File: src/rtl/uart_tx_scheduler_if.sv
// Requester and UART-side signals of the tx scheduler, bundled as one interface.
// The scheduler uses the master modport; the requesters, UART byte transmitter,
// tx mux and j1 core see the slave side.
interface uart_tx_scheduler_if;
  // Command channel (ch0)
  logic       ch0_valid;
  logic [7:0] ch0_byte;
  logic       ch0_last;
  logic       ch0_ready;
  // Data channel (ch1)
  logic       ch1_valid;
  logic [7:0] ch1_byte;
  logic       ch1_last;
  logic       ch1_ready;
  // UART byte transmitter handshake
  logic       uart_start;
  logic [7:0] uart_byte;
  logic       uart_busy;
  // Mux select, core-visible busy flag, sticky error
  logic       sel;
  logic       bussy;
  logic       err_timeout;

  modport master (
    input  ch0_valid, ch0_byte, ch0_last,
    output ch0_ready,
    input  ch1_valid, ch1_byte, ch1_last,
    output ch1_ready,
    output uart_start, uart_byte,
    input  uart_busy,
    output sel, bussy, err_timeout
  );

  modport slave (
    output ch0_valid, ch0_byte, ch0_last,
    input  ch0_ready,
    output ch1_valid, ch1_byte, ch1_last,
    input  ch1_ready,
    input  uart_start, uart_byte,
    output uart_busy,
    input  sel, bussy, err_timeout
  );
endinterface

File: src/rtl/uart_tx_scheduler.sv
// Frame-level round-robin scheduler for the shared UART tx line. Grants whole
// frames to the command (ch0) or data (ch1) requester and feeds their bytes one
// at a time to the UART byte transmitter over a start/busy handshake.
module uart_tx_scheduler #(
  parameter int GAP_CYCLES  = 16,   // idle cycles forced between frames, 0 = none
  parameter int ACK_TIMEOUT = 255,  // max cycles from start for uart_busy to rise
  parameter int CNT_W       = 8     // must hold max(GAP_CYCLES, ACK_TIMEOUT)
) (
  input logic                  clk,
  input logic                  rst,   // asynchronous, active low
  uart_tx_scheduler_if.master  bus
);

  typedef enum logic [2:0] {
    S_IDLE,
    S_LOAD,
    S_START,
    S_WAIT_ACK,
    S_WAIT_DONE,
    S_GAP
  } state_t;

  localparam bit             HAS_GAP   = (GAP_CYCLES > 0);
  localparam logic [CNT_W-1:0] ACK_LIMIT = CNT_W'(ACK_TIMEOUT);
  localparam logic [CNT_W-1:0] GAP_LAST  = CNT_W'(HAS_GAP ? GAP_CYCLES - 1 : 0);

  state_t           state, state_nx;
  logic [CNT_W-1:0] cnt, cnt_nx, cnt_inc;
  logic             sel_q, sel_nx;
  logic             last_grant, last_grant_nx;
  logic             last_flag, last_flag_nx;
  logic [7:0]       byte_q, byte_nx;
  logic             err_q, err_nx;
  logic             grant;

  // Granted channel's byte stream; sel_q is the frame owner from grant onward.
  logic       acc_valid;
  logic [7:0] acc_byte;
  logic       acc_last;

  assign acc_valid = sel_q ? bus.ch1_valid : bus.ch0_valid;
  assign acc_byte  = sel_q ? bus.ch1_byte  : bus.ch0_byte;
  assign acc_last  = sel_q ? bus.ch1_last  : bus.ch0_last;
  assign cnt_inc   = cnt + CNT_W'(1);

  // State and datapath registers; reset drops any frame and re-arms ch0 priority.
  always_ff @(posedge clk or negedge rst) begin
    if (!rst) begin
      state      <= S_IDLE;
      cnt        <= '0;
      sel_q      <= 1'b0;
      last_grant <= 1'b1;
      last_flag  <= 1'b0;
      byte_q     <= 8'h00;
      err_q      <= 1'b0;
    end else begin
      // NOTE: non-blocking assignments so every register samples pre-edge values.
      state      <= state_nx;
      cnt        <= cnt_nx;
      sel_q      <= sel_nx;
      last_grant <= last_grant_nx;
      last_flag  <= last_flag_nx;
      byte_q     <= byte_nx;
      err_q      <= err_nx;
    end
  end

  // Next-state logic: arbitration, byte hand-off, ack timeout and inter-frame gap.
  always_comb begin
    // NOTE: every signal gets a hold default first so no path can infer a latch.
    state_nx      = state;
    cnt_nx        = cnt;
    sel_nx        = sel_q;
    last_grant_nx = last_grant;
    last_flag_nx  = last_flag;
    byte_nx       = byte_q;
    err_nx        = err_q;
    grant         = 1'b0;

    unique case (state)
      S_IDLE: begin
        if (bus.ch0_valid || bus.ch1_valid) begin
          if (bus.ch0_valid && bus.ch1_valid) grant = ~last_grant;
          else                                grant = bus.ch1_valid;
          sel_nx        = grant;
          last_grant_nx = grant;
          state_nx      = S_LOAD;
        end
      end

      S_LOAD: begin
        if (acc_valid) begin
          byte_nx      = acc_byte;
          last_flag_nx = acc_last;
          state_nx     = S_START;
        end
      end

      S_START: begin
        cnt_nx   = '0;
        state_nx = S_WAIT_ACK;
      end

      S_WAIT_ACK: begin
        if (bus.uart_busy) begin
          state_nx = S_WAIT_DONE;
        end else if (cnt_inc == ACK_LIMIT) begin
          // Transmitter never answered: abandon the rest of this frame.
          err_nx   = 1'b1;
          cnt_nx   = '0;
          state_nx = HAS_GAP ? S_GAP : S_IDLE;
        end else begin
          cnt_nx = cnt_inc;
        end
      end

      S_WAIT_DONE: begin
        if (!bus.uart_busy) begin
          cnt_nx = '0;
          if (!last_flag)   state_nx = S_LOAD;
          else if (HAS_GAP) state_nx = S_GAP;
          else              state_nx = S_IDLE;
        end
      end

      S_GAP: begin
        if (cnt == GAP_LAST) state_nx = S_IDLE;
        else                 cnt_nx   = cnt_inc;
      end

      default: state_nx = S_IDLE;
    endcase
  end

  // Ready is combinational on the granted channel only, so acceptance costs no cycle.
  assign bus.ch0_ready   = (state == S_LOAD) && !sel_q && bus.ch0_valid;
  assign bus.ch1_ready   = (state == S_LOAD) &&  sel_q && bus.ch1_valid;
  assign bus.uart_start  = (state == S_START);
  assign bus.uart_byte   = byte_q;
  assign bus.sel         = sel_q;
  assign bus.bussy       = (state != S_IDLE);
  assign bus.err_timeout = err_q;

endmodule
File: src/flat_wrapper.sv
// flat-port wrapper written by rule: the top's interface ports become plain ports
module uart_tx_scheduler_flat 
#(
  parameter int GAP_CYCLES  = 16,                                                 
  parameter int ACK_TIMEOUT = 255,                                                
  parameter int CNT_W       = 8                                              
)
  (clk, rst, bus_ch0_valid, bus_ch0_byte, bus_ch0_last, bus_ch0_ready, bus_ch1_valid, bus_ch1_byte, bus_ch1_last, bus_ch1_ready, bus_uart_start, bus_uart_byte, bus_uart_busy, bus_sel, bus_bussy, bus_err_timeout);
  uart_tx_scheduler_if bus_i ();
  input logic clk;
  input logic rst;
  input wire logic [$bits(bus_i.ch0_valid)-1:0] bus_ch0_valid;
  input wire logic [$bits(bus_i.ch0_byte)-1:0] bus_ch0_byte;
  input wire logic [$bits(bus_i.ch0_last)-1:0] bus_ch0_last;
  output wire logic [$bits(bus_i.ch0_ready)-1:0] bus_ch0_ready;
  input wire logic [$bits(bus_i.ch1_valid)-1:0] bus_ch1_valid;
  input wire logic [$bits(bus_i.ch1_byte)-1:0] bus_ch1_byte;
  input wire logic [$bits(bus_i.ch1_last)-1:0] bus_ch1_last;
  output wire logic [$bits(bus_i.ch1_ready)-1:0] bus_ch1_ready;
  output wire logic [$bits(bus_i.uart_start)-1:0] bus_uart_start;
  output wire logic [$bits(bus_i.uart_byte)-1:0] bus_uart_byte;
  input wire logic [$bits(bus_i.uart_busy)-1:0] bus_uart_busy;
  output wire logic [$bits(bus_i.sel)-1:0] bus_sel;
  output wire logic [$bits(bus_i.bussy)-1:0] bus_bussy;
  output wire logic [$bits(bus_i.err_timeout)-1:0] bus_err_timeout;
  assign bus_i.ch0_valid = bus_ch0_valid;
  assign bus_i.ch0_byte = bus_ch0_byte;
  assign bus_i.ch0_last = bus_ch0_last;
  assign bus_ch0_ready = bus_i.ch0_ready;
  assign bus_i.ch1_valid = bus_ch1_valid;
  assign bus_i.ch1_byte = bus_ch1_byte;
  assign bus_i.ch1_last = bus_ch1_last;
  assign bus_ch1_ready = bus_i.ch1_ready;
  assign bus_uart_start = bus_i.uart_start;
  assign bus_uart_byte = bus_i.uart_byte;
  assign bus_i.uart_busy = bus_uart_busy;
  assign bus_sel = bus_i.sel;
  assign bus_bussy = bus_i.bussy;
  assign bus_err_timeout = bus_i.err_timeout;
  uart_tx_scheduler #(.GAP_CYCLES(GAP_CYCLES), .ACK_TIMEOUT(ACK_TIMEOUT), .CNT_W(CNT_W)) u_core (.clk(clk), .rst(rst), .bus(bus_i));
endmodule
File: config.mk
export PLATFORM = sky130hd
export DESIGN_NAME = uart_tx_scheduler_flat
export DESIGN_NICKNAME = d
export VERILOG_FILES = /design/src/rtl/uart_tx_scheduler_if.sv /design/src/rtl/uart_tx_scheduler.sv /design/src/flat_wrapper.sv
export SDC_FILE = /design/constraint.sdc
export NUM_CORES = 1
export LEC_CHECK = 0
export ABC_AREA = 0
export BUFFER_PORTS_ARGS = -buffer_cell sky130_fd_sc_hd__buf_2
export CORE_MARGIN = 3
export CORE_UTILIZATION = 37
export DETAILED_ROUTE_END_ITERATION = 10
export HOLD_SLACK_MARGIN = 0.08
export PLACE_DENSITY = 0.6
export SYNTH_ARGS = -nofsm -noshare
export SYNTH_HDL_FRONTEND = slang
export SYNTH_SLANG_ARGS = --single-unit
File: constraint.sdc
create_clock -name clk -period 2 [get_ports clk]
set_clock_uncertainty 0.2 [all_clocks]
set_input_delay 0.1 -clock clk [delete_from_list [all_inputs] [get_ports clk]]
set_output_delay 0.1 -clock clk [all_outputs]
set_load 0.02 [all_outputs]
# Yosys cells after proc, flatten, opt, wreduce, memory -nomap -nowiden
# Cells that the tools add are included.
# word_totals
regBits	23
wordCells	56
in_bits	23
output_inout_bits	14
# op_classes
eq_ne	14
bitwise	2
addsub	1
reduce_logical	15
muxes	17
# ops
cell	n
2-to-1 mux 8 bit	5
one-hot mux 8 bit (4 select lines)	1
2-to-1 mux 3 bit	7
one-hot mux 3 bit (6 select lines)	1
adder 8 x 1 -> 8 bit, second input constant	1
equality test 8 x 4 -> 1 bit, second input constant	1
equality test 8 bit, second input constant	1
equality test 3 x 2 -> 1 bit, second input constant	2
equality test 3 bit, second input constant	2
inequality test 2 x 1 -> 1 bit, second input constant	3
inequality test 2 bit, second input constant	3
logical AND 1 bit	5
AND reduction 5 bit	1
AND reduction 2 bit	2
AND reduction 4 bit	1
nonzero test 4 bit	1
equality test 3 x 1 -> 1 bit, second input constant	1
zero test 3 bit	1
2-to-1 mux 1 bit	3
inequality test 3 x 2 -> 1 bit, second input constant	1
AND reduction 3 bit	1
nonzero test 3 bit	1
NOT 1 bit	2
zero test 1 bit	1
logical OR 1 bit	1

# Logic depth before layout (Yosys ltp)
# depth
ltp_word	5
depth_mapped	8
mapped_depth_nobuf	7

# Worst setup path before layout
# Ideal clock, no wire load.
# synth_timing
path_type	register to register
from	reg u_core.cnt[1]
to	reg u_core.cnt[2]
slack_ns	-0.136
stages_incl_launch_ff	7
n_path_buf	0
t_arrival_ns	1.796
synth_period_minus_slack_ns	2.136
setup_ns	0.140
t_required_ns	1.660
path_cell_list	dfrtp_1 > ha_1 > and4b_1 > a221oi_2 > a21oi_1 > a221oi_4 > nor3_2
# synth_between
elab_chain_len	5
word_cells_on_any_way	9
cone_classes	add/sub: 1; eq/ne: 3; mux: 4; reduce/logical: 1
# synth_rtl
element	line	text
from (decl)	uart_tx_scheduler.sv:28	logic [CNT_W-1:0] cnt, cnt_nx, cnt_inc;
from (signal assigned)	uart_tx_scheduler.sv:59	cnt <= cnt_nx;
adder 8 x 1 -> 8 bit	uart_tx_scheduler.sv:44	assign cnt_inc = cnt + CNT_W'(1);
equality test 8 bit	uart_tx_scheduler.sv:107	end else if (cnt_inc == ACK_LIMIT) begin
2-to-1 mux 8 bit	uart_tx_scheduler.sv:107	
2-to-1 mux 8 bit	uart_tx_scheduler.sv:105	if (bus.uart_busy) begin
one-hot mux 8 bit (4 select lines)	uart_tx_scheduler.sv:80	unique case (state)
# Parallel ways exist; a longest one is shown, timed or not. The select of a mux whose other input is x is not followed.
# A chain may end at the register's enable or synchronous reset.

# Worst setup path after layout
# layout_timing
from	reg u_core.cnt[1]
to	reg u_core.cnt[5]
# The elaborated chain is that of the path after synthesis.

==> reports/qor.csv <==
metric,value,unit
ys.warnings.count,0,
power_density,1320,nW/um2
drc,0,
drt_iter0_drc,107,
synth.top_cell.area_share,36.8,%
p_clk_share,10.0,%
hp-class,input pin to async pin,
cts_max_path_buffers,2,
io_pins,37,
switching_power,1.25,mW
worstPathBufferInverterCount,1,
dp_slack,-0.113,ns
slowest_delay,0.43,ns
syn_nets,176,
synth_area,1500,um2
rows,22,
finalWorstSetupSlack,-0.0562,ns
grt.met1_usage,19.0,%
synth_enable_flop_cells,0,
num_vias,1399,
cp-start-kind,flop,
swShare,43.1,%
grt_pass1_wl,6570,um
maxSlewViolCount,0,
vias_per_cell,5.14,
grt_overflow_total,0,
final_util,58.2,%
pwr-share-seq,27.2,%
grt_util_all_layers,16.3,%
core-area,3770,um2
drtPass1Iterations,4,
start_util,39.7,%
drive_above_1_share,39.3,%
cp.arrival,2.01,ns
hold_viol_final,0,
rr_worst_depth,7,
dieArea,4850,um2
syn_inst,151,
die_w,69.6,um
cp.required,1.95,ns
met3_usage,3.62,%
finalNonFillerCells,272,
crit_slowest_cell,dfrtp_2,
maxCapViolCount,0,
diodes,0,
status,finished with violations,
r2r_end,u_core.cnt[5],
gp_congestion,0.850,
violations,negative setup slack,
fillers,327,
async_reset_ff_share,100,%
crit_chain,"ha_4, and4b_1, a221oi_4, a21o_1, buf_12, mux2i_2, a211oi_2",
synth_cell_types,46,
fin_nets,250,
avgSynthCellArea,9.92,um2
syn2layout_area_growth,46.6,%
numCtsBuffers,3,
setup_violations,7,
die_height,69.6,um
wl,3920,um
p_int,1.65,mW
slew_headroom,65.1,%
cp-end-kind,flop,
hpwlAfterDp,2560,um
path_max_fanout,9,
grtUsageMet2,30.4,%
cts_tree,done,
fin_crit,2.06,ns
place_inst,241,
grt_max_degree,24,
ys_seq_area_share,38.5,%
synthFlopType,dfrtp_1,
crit_family,compound AO/OA/AOI/OAI gates,
io_buffers,36,
leakagePower,0.954,nW
r2r_setup_slack,-0.06,ns
antenna_found_initial,0,
reg2reg_from,u_core.cnt[1],
htreeDepth,1,
worstMarginPinSlew,0.523,ns
clk_pin_slew,0.08,ns
rsz0062_at_grt,yes,
fmax,486,MHz
busiest_layer,met2,
first_global_vias,1471,
ys_top_cells_by_area,"dfrtp_1 37%, mux2i_1 11%, nor2_1 6.0%",
clock_sinks,23,
synth_seq_cells,23,
final_antenna_net_count,0,
yosys.area.top_type,dfrtp_1,
vdd_drop_max,0.473,mV
clock_latency,0.26,ns
criticalPathCategory,flop to flop,
p_comb_share,62.8,%
final.period_utilization,103,%
wl_per_cell,14.4,um
root_buffer,clkbuf_8,
## cell type report
type / instances / area (um2) / share of cell area [%]
Multi-Input combinational cell: 113 / 907 / 41.3
Clock buffer: 3 / 41.3 / 1.88
Tap cell: 48 / 60.1 / 2.74
Timing Repair Buffer: 78 / 579 / 26.4
Inverter: 6 / 25.0 / 1.14
Sequential cell: 23 / 578 / 26.3
Clock inverter: 1 / 5.00 / 0.228
## routing by layer
| layer | vias to the layer above | wire length [um] |
|---|---|---|
| li1 | 695 | - |
| met1 | 665 | 1640 |
| met2 | 33 | 2060 |
| met3 | 6 | 172 |
| met4 | 0 | 49 |
| met5 | - | 0 |
## worst max-delay path by stage
stage               slack (ns)            end  cells after the start          start
floorplan                -0.01  u_core.cnt[1]                      8  u_core.cnt[0]
global placement         -0.11  u_core.cnt[1]                      9  u_core.cnt[0]
detailed placement       -0.11  u_core.cnt[5]                      9  u_core.cnt[0]
CTS                      -0.07  u_core.cnt[5]                      8  u_core.cnt[0]
global route             -0.15  u_core.cnt[3]                      7  u_core.cnt[0]
finish                   -0.06  u_core.cnt[5]                      7  u_core.cnt[1]
## cell usage after synthesis (3+ instances only)
cell type	n
nand2_1	9
dfrtp_1	22
nor2_1	24
nand4_1	4
mux2i_1	16
inv_1	6
nor3_2	5
buf_4	3
a21oi_1	13
## logic make-up (layout without fill, tap and decap cells)
family	Yosys count	after routing	synth area share (%)
flip-flops	23	23	38.5
multiplexers	17	17	12.2
AND/OR/NAND/NOR	62	62	24.0
AO/OA/AOI/OAI	32	32	18.0
buffers and inverters	15	88	5.68
adder cells (fa/ha/maj)	2	2	1.67
## power by group through the flow
| stage | registers (mW) | clock network (mW) | logic [mW] |
|---|---|---|---|
| finish | 0.788 | 0.290 | 1.82 |
| CTS | 0.777 | 0.303 | 1.73 |
| detailed placement | 0.784 | 0 | 1.56 |
| global placement | 0.775 | 0 | 1.53 |
| floorplan | 0.876 | 0 | 0.992 |
| global route | 0.811 | 0.323 | 1.97 |
## stage by stage
| step | area [um2] | hold WS, ns | total power [mW] | setup TNS, ns |
|---|---|---|---|---|
| after floorplan | 1520 | -0.396 | 1.87 | -0.0800 |
| after global placement | 1830 | -0.0998 | 2.31 | -0.792 |
| after detailed placement | 1830 | -0.0884 | 2.35 | -0.836 |
| after CTS | 2150 | 0.162 | 2.81 | -0.456 |
| after global routing | 2200 | 0.188 | 3.11 | -1.28 |
| final | 2200 | 0.144 | 2.90 | -0.299 |
## what timing repair did
| action | in CTS | in global routing |
|---|---|---|
| gates resized for setup | 6 | 3 |
| hold endpoints to repair | 38 | 0 |
| pin swaps | 3 | 2 |
| buffers inserted | 2 | 3 |
| hold buffers | 22 | 0 |
| gates cloned | 0 | 0 |
| setup endpoints to repair | 10 | 12 |
## sequential cells by signal (all words and copies together) (netlist names)
register,cells
u_core.bus.uart_byte,8
u_core.cnt,8
u_core.state,3
u_core.bus.err_timeout,1
u_core.bus.sel,1
u_core.last_flag,1
u_core.last_grant,1
## layout by cell type (no fill, tap or decap), types with 3 or more instances in the layout
master	Yosys	layout
buf_2	2	36
nor2_1	24	24
dlygate4sd3_1	0	22
dfrtp_1	22	21
buf_4	3	17
mux2i_1	16	15
a21oi_1	13	12
nand2_1	9	9
nor3_2	5	6
inv_1	6	5
nand4_1	4	4
clkbuf_8	0	3
Note: power is estimated with default switching activity, not from simulation.
